**src/rtl/rpm_controller.sv**
```systemverilog
// Control FSM for a Russian-peasant (shift-and-add) multiplier datapath.
// Sequences the A/B/P register loads and mux select; holds no arithmetic of its own.
module rpm_controller #(
    parameter int WIDTH = 32,
    parameter int CNT_W = 6
) (
    input  logic             clk,
    input  logic             rst,
    input  logic             start,
    input  logic             b_lsb,
    input  logic             b_zero,
    output logic             a_ld,
    output logic             b_ld,
    output logic             p_ld,
    output logic             src_sel,
    output logic             busy,
    output logic             done,
    output logic [CNT_W-1:0] iter_cnt,
    output logic [2:0]       state_dbg
);

    // Handshake: start is a request sampled only in IDLE (ignored elsewhere, never queued);
    // busy is high from INIT through the final CHECK; done pulses for one cycle when P is final.
    typedef enum logic [2:0] {
        S_IDLE  = 3'd0,
        S_INIT  = 3'd1,
        S_CHECK = 3'd2,
        S_ACC   = 3'd3,
        S_SHIFT = 3'd4,
        S_DONE  = 3'd5
    } state_t;

    localparam logic [CNT_W-1:0] CNT_MAX = CNT_W'(WIDTH);

    state_t state_q;
    state_t state_d;

    always_ff @(posedge clk) begin
        if (rst) begin
            state_q  <= S_IDLE;
            iter_cnt <= '0;
        end else begin
            state_q <= state_d;
            if (state_q == S_INIT) begin
                iter_cnt <= '0;
            end else if (state_q == S_SHIFT && iter_cnt != CNT_MAX) begin
                iter_cnt <= iter_cnt + 1'b1;
            end
        end
    end

    // Next-state and Moore output decode; the WIDTH cap backs up b_zero as a safety stop.
    always_comb begin
        state_d = S_IDLE;
        a_ld    = 1'b0;
        b_ld    = 1'b0;
        p_ld    = 1'b0;
        src_sel = 1'b0;
        busy    = 1'b0;
        done    = 1'b0;
        case (state_q)
            S_IDLE: begin
                state_d = start ? S_INIT : S_IDLE;
            end
            S_INIT: begin
                a_ld    = 1'b1;
                b_ld    = 1'b1;
                p_ld    = 1'b1;
                busy    = 1'b1;
                state_d = S_CHECK;
            end
            S_CHECK: begin
                busy = 1'b1;
                if (b_zero || iter_cnt == CNT_MAX) begin
                    state_d = S_DONE;
                end else if (b_lsb) begin
                    state_d = S_ACC;
                end else begin
                    state_d = S_SHIFT;
                end
            end
            S_ACC: begin
                p_ld    = 1'b1;
                src_sel = 1'b1;
                busy    = 1'b1;
                state_d = S_SHIFT;
            end
            S_SHIFT: begin
                a_ld    = 1'b1;
                b_ld    = 1'b1;
                src_sel = 1'b1;
                busy    = 1'b1;
                state_d = S_CHECK;
            end
            S_DONE: begin
                done    = 1'b1;
                state_d = S_IDLE;
            end
            default: begin
                state_d = S_IDLE;
            end
        endcase
    end

    assign state_dbg = state_q;

endmodule

```
**config.mk**
```make
export PLATFORM = sky130hd
export DESIGN_NAME = rpm_controller
export DESIGN_NICKNAME = d
export VERILOG_FILES = /design/src/rtl/rpm_controller.sv
export SDC_FILE = /design/constraint.sdc
export NUM_CORES = 1
export LEC_CHECK = 0
export CAP_MARGIN = 20
export CORE_MARGIN = 4
export CORE_UTILIZATION = 35
export CTS_CLUSTER_DIAMETER = 50
export DETAILED_ROUTE_END_ITERATION = 16
export PLACE_DENSITY = 0.74
export RECOVER_POWER = 50
export SYNTH_ARGS = -nofsm -noshare
export SYNTH_HDL_FRONTEND = slang
export SYNTH_SLANG_ARGS = --single-unit
```
**constraint.sdc**
```tcl
create_clock -name clk -period 4.5 [get_ports clk]
set_input_delay 0.9 -clock clk [delete_from_list [all_inputs] [get_ports clk]]
set_output_delay 0.9 -clock clk [all_outputs]
set_load 0.1 [all_outputs]
```
==> results of run 1 <==
==> layer usage <==
| metal | wire, um | global-route usage [%] | share of wire [%] |
|---|---|---|---|
| met3 | 96 | 4.688 | 7.7 |
| met2 | 546 | 19.23 | 44 |
| met4 | 31 | 9.945 | 2.5 |
| met5 | 0 | 0 | 0 |
| met1 | 578 | 18.58 | 46 |
==> stage by stage <==
step	power (mW)	std cells	util, %	instance area, um^2	hold slack [ps]
2_1_floorplan	0.1602	65	-	521.8	930.3
3_3_place_gp	0.1787	95	52.64	710.7	513.1
3_5_place_dp	0.1789	95	52.64	710.7	525.0
4_1_cts	0.2417	99	54.59	737.0	535.5
5_1_grt	0.2498	99	54.59	737.0	559.0
6_report	0.2388	99	54.59	737.0	525.6
==> layout by cell type (no fill, tap or decap) <==
master / n
or4b_1: 1
a21oi_1: 5
and3_1: 2
inv_1: 6
nand4bb_1: 1
nor2_1: 3
o21ai_0: 2
dlygate4sd3_1: 5
clkbuf_4: 3
nand3_1: 5
or4_1: 1
o31ai_1: 1
o2111ai_1: 1
xnor2_1: 1
clkdlybuf4s50_1: 14
o21ai_1: 1
dfxtp_1: 9
or3_1: 2
ha_1: 2
clkbuf_1: 1
nor3b_1: 1
nor2b_1: 1
a2111oi_0: 1
or3b_1: 2
mux2i_1: 2
a31oi_1: 1
nand2_1: 7
a211o_1: 1
nor4b_1: 2
==> state kept, by name, summed over array words and instances (netlist names) <==
| name | count |
|---|---|
| iter_cnt | 6 |
| state_dbg | 3 |
==> final timing paths <==
kind,startpoint,to,slack [ps],cells after the start
worst max register to register,state_dbg[2],iter_cnt[5],2740,3
worst max-delay path,state_dbg[2],b_ld,1080,3
worst min register to register,iter_cnt[0],iter_cnt[0],530,2
worst min-delay path,iter_cnt[0],iter_cnt[0],530,2
==> cells by family (layout without fill, tap and decap cells) <==
group	Yosys count	in the layout	synth area share (%)
AO/OA/AOI/OAI	13	13	15.35
adder cells (fa/ha/maj)	2	2	4.795
XOR/XNOR	1	1	1.679
AND/OR/NAND/NOR	28	28	31.66
buffers and inverters	10	29	8.153
flip-flops	9	9	34.53
multiplexers	2	2	3.837
==> final cells by class <==
class	instances	area, um^2	share of cell area [%]
inverters	6	22.52	3.056
multi-input cells	46	299.0	40.58
repair buffers	19	190.2	25.81
flip-flops and latches	9	180.2	24.45
well taps	15	18.77	2.547
clock buffers	4	26.28	3.565
==> power groups by stage <==
stage / Sequential (mW) / Combinational, mW / Clock (mW)
after CTS: 0.0866 / 0.0910 / 0.0642
final: 0.0866 / 0.0903 / 0.0618
after global placement: 0.0881 / 0.0906 / 0
after detailed placement: 0.0883 / 0.0906 / 0
after global routing: 0.0874 / 0.0937 / 0.0687
after floorplan: 0.102 / 0.0577 / 0
==> critical path: stages (launching register included) <==
cell and delay, ps:
dfxtp_1 490, or3b_1 510, nand2_1 130, clkdlybuf4s50_1 1140
==> impl_metrics.toml, run 1 <==
[sta]
max_slew_margin_pct = 34.47
fmax_mhz = 292.1
fin_skew_ps = 1.177
layout_min_cycle_time_ps = 3424
finalHoldViolCount = 0
setup_tns_ps = 0
worstMarginPinSlew_ps = 979.7
grt_setup_unrepaired = "false"
finalMaxSlewViolations = 0
period_share_pct = 76.09
fin_ws_ps = 1076
setup_violations = 0

[cells_and_area]
num-nets-final = 92
drive_above_1_share_pct = 3.571
diodes = 0
syn2layout_area_growth_pct = 41.25
nFillCells = 122

[clocking]
clkTransAtPathRegs_ps = 60
hold_buffers = 0
root_buffer = "clkbuf_4"
max-clock-path-buffers = 2
numCtsBuffers = 3
cts-htree-levels = 1
clkLatencyLatePin_ps = 260
cts.repair.resized = 0
numClockSinks = 9
cts_setup_buffers = 0
tritoncts = "done"

[critical_path]
start_kind = "flop"
arrival_ps = 2520
worstPathRequired_ps = 3600
end_kind = "output pin"
timing_worst_setup_path_type = "reg2out"
path_max_fanout = 9

[floorplanning]
coreArea_um2 = 1350
die_x_um = 46.61
die-area_um2 = 2172
rows = 13
initial_core_util_pct = 38.65
io_pins = 20
die_y_um = 46.61

[synthesis]
syn_inst = 65
synthTopCellsByCount = "dfxtp_1, nand2_1, inv_1"
synthTopCellsByArea = "dfxtp_1, nand2_1, a21oi_1, ha_1, nand3_1"
synth.net_count = 72
synth_seq_area_share_pct = 34.53
dominantRegCellSynth = "dfxtp_1"
synthesis.area_um2 = 521.8
yosysMostFrequentCell = "dfxtp_1"
synth_warnings = 0
synthArstFlopShare_pct = 0
synth_seq_cells = 9
yosysTopAreaCellShare_pct = 34.53
synth_top_cell_by_area = "dfxtp_1"
synth-edff-count = 0
yosys.cell_types.count = 28
syn_avg_cell_area_um2 = 8.027

[grt]
grt_pass1_vias = 452
grt_overflow_total = 0
grt_max_degree = 11
grt_use_total_pct = 14.23
antenna_found_initial = 0
grt_pass1_wl_um = 2104

[pwr]
clockPowerShare_pct = 25.9
ir_worst_vdd_mv = 0.2092
power_density_nw_per_um2 = 324.0
power_frac_comb_pct = 37.8
p_int_uw = 137.6
power_leakage_nw = 0.2769
power_switching_uw = 101.2
pwr-share-seq_pct = 36.3
p_sw_share_pct = 42.39

[drt]
vias = 542
first_pass_iters = 4
drc = 0
finalWirelength_um = 1253
vias_per_cell = 5.475
post_drt_wl_per_cell_um = 12.66
ant_nets = 0
first_iter_violations = 6

[status]
status = "finished clean"

[job]
cap_violations = 0

[hold_path]
hold_path_class = "reg2reg"

[placed_design]
numPortBuffers = 19
place_ws_ps = 1372
post-dp-hpwl_um = 939.5
gp_congestion = 0.7714
Power figures use the tool's default switching activity.
==> run 2: changes to the inputs <==
==> constraint.sdc (replaced) <==
create_clock -name clk -period 3.2 [get_ports clk]
set_input_delay 0.64 -clock clk [delete_from_list [all_inputs] [get_ports clk]]
set_output_delay 0.64 -clock clk [all_outputs]
set_load 0.1 [all_outputs]
==> run 2 against run 1 <==
  * Sequential power is 41% higher
  * Final area is 7.0% lower
  * Largest power group unchanged
  * Critical endpoint is now a_ld
  * Clock skew is 1.3 ps higher
  * Largest cell class unchanged
==> impl_metrics.toml, run 2 (synthesis results as in run 1) <==
[clocking]
cts-htree-levels = 1
clkTransAtPathRegs_ps = 60
max-clock-path-buffers = 2
clkLatencyLatePin_ps = 250
tritoncts = "done"
hold_buffers = 0
cts.repair.resized = 0
numCtsBuffers = 3
root_buffer = "clkbuf_4"
numClockSinks = 9
cts_setup_buffers = 0

[cells_and_area]
final_util_pct = 50.79
num-nets-final = 92
largest_register_ffs = 6
diodes = 0
final_cells = 99
final_cell_mix = "clkbuf_1, buf_4, nand2_1, dfxtp_1, inv_1"
largest_register = "iter_cnt"
drive_above_1_share_pct = 17.86
syn2layout_area_growth_pct = 31.42
nFillCells = 133

[critical_path]
crit_cells = 3
end_kind = "output pin"
critPathSlowestCell = "or3b_1"
crit_end = "a_ld"
arrival_ps = 1700
timing.rr.start = "state_dbg[2]"
path_max_fanout = 9
start_kind = "flop"
crit_start = "state_dbg[2]"
worstPathRequired_ps = 2560
path_buf_inv = 1
r2r.worst_path.cells = 3
timing_worst_setup_path_type = "reg2out"
cp_cell_sequence = "or3b_1, nand2_1, buf_4"
reg2reg_slack_ps = 1420
r2r_end = "iter_cnt[5]"
slowest_delay_ps = 520
crit_family = "simple AND/OR/NAND/NOR gates"

[drt]
vias = 529
first_iter_violations = 8
drc = 0
vias_per_cell = 5.343
finalWirelength_um = 1294
first_pass_iters = 4
post_drt_wl_per_cell_um = 13.07
ant_nets = 0

[sta]
fin_skew_ps = 2.509
fin_ws_ps = 855.4
grt_setup_unrepaired = "false"
setup_tns_ps = 0
finalMaxSlewViolations = 0
period_share_pct = 73.27
worstMarginPinSlew_ps = 1160
layout_min_cycle_time_ps = 2345
max_slew_margin_pct = 23.00
fmax_mhz = 426.5
finalHoldViolCount = 0
whs_ps = 493.4
setup_violations = 0

[pwr]
power_density_nw_per_um2 = 482.9
power_leakage_nw = 0.2722
ir_worst_vdd_mv = 0.2012

[grt]
grt_use_total_pct = 13.70
grt_pass1_vias = 477
grt_overflow_total = 0
antenna_found_initial = 0
grt_pass1_wl_um = 2132
grt_max_degree = 11

[placed_design]
post-dp-hpwl_um = 1025
place_ws_ps = 1240
gp_congestion = 0.7435
numPortBuffers = 19
placedCellCount = 95

[floorplanning]
die_y_um = 46.61
initial_core_util_pct = 38.65
die_x_um = 46.61
rows = 13
coreArea_um2 = 1350
io_pins = 20
die-area_um2 = 2172

[status]
status = "finished clean"

[hold_path]
hold_path_class = "reg2reg"

[job]
cap_violations = 0
-- run 2: cell type report --
class / count / area, um^2 / area share [%]
Multi-Input combinational cell: 46 / 309.0 / 45.07
Sequential cell: 9 / 182.7 / 26.64
Timing Repair Buffer: 19 / 126.4 / 18.43
Clock buffer: 4 / 26.28 / 3.832
Inverter: 6 / 22.52 / 3.285
Tap cell: 15 / 18.77 / 2.737
-- run 2: metrics by stage --
stage	instance area (um^2)	total power, mW
final	685.7	0.3311
after global routing	685.7	0.3456
after CTS	713.2	0.3387
after detailed placement	686.9	0.2522
after global placement	686.9	0.2512
after floorplan	535.5	0.2283
-- run 2: worst min-delay path by stage --
stage | start | end | slack, ps | depth (start not counted)
final | state_dbg[0] | state_dbg[0] | 490 | 1
after detailed placement | state_dbg[0] | state_dbg[0] | 490 | 1
after global placement | state_dbg[0] | state_dbg[0] | 480 | 1
after global routing | state_dbg[0] | state_dbg[0] | 510 | 1
after floorplan | rst | state_dbg[1] | 700 | 1
after CTS | state_dbg[0] | state_dbg[0] | 500 | 1
-- run 2: routing by layer --
layer	GRT usage, %	vias up	share of wire (%)
met5	0	-	0
met4	4.972	0	0.85
met3	3.906	2	7.7
met2	21.70	12	46
met1	17.51	242	45
li1	-	273	-
-- run 2: power breakdown --
part           leakage, nW  total [mW]  internal, mW  switching [mW]
Clock               0.0150      0.0848        0.0479          0.0369
Combinational        0.184       0.124        0.0258          0.0982
Sequential          0.0736       0.122         0.116         0.00661
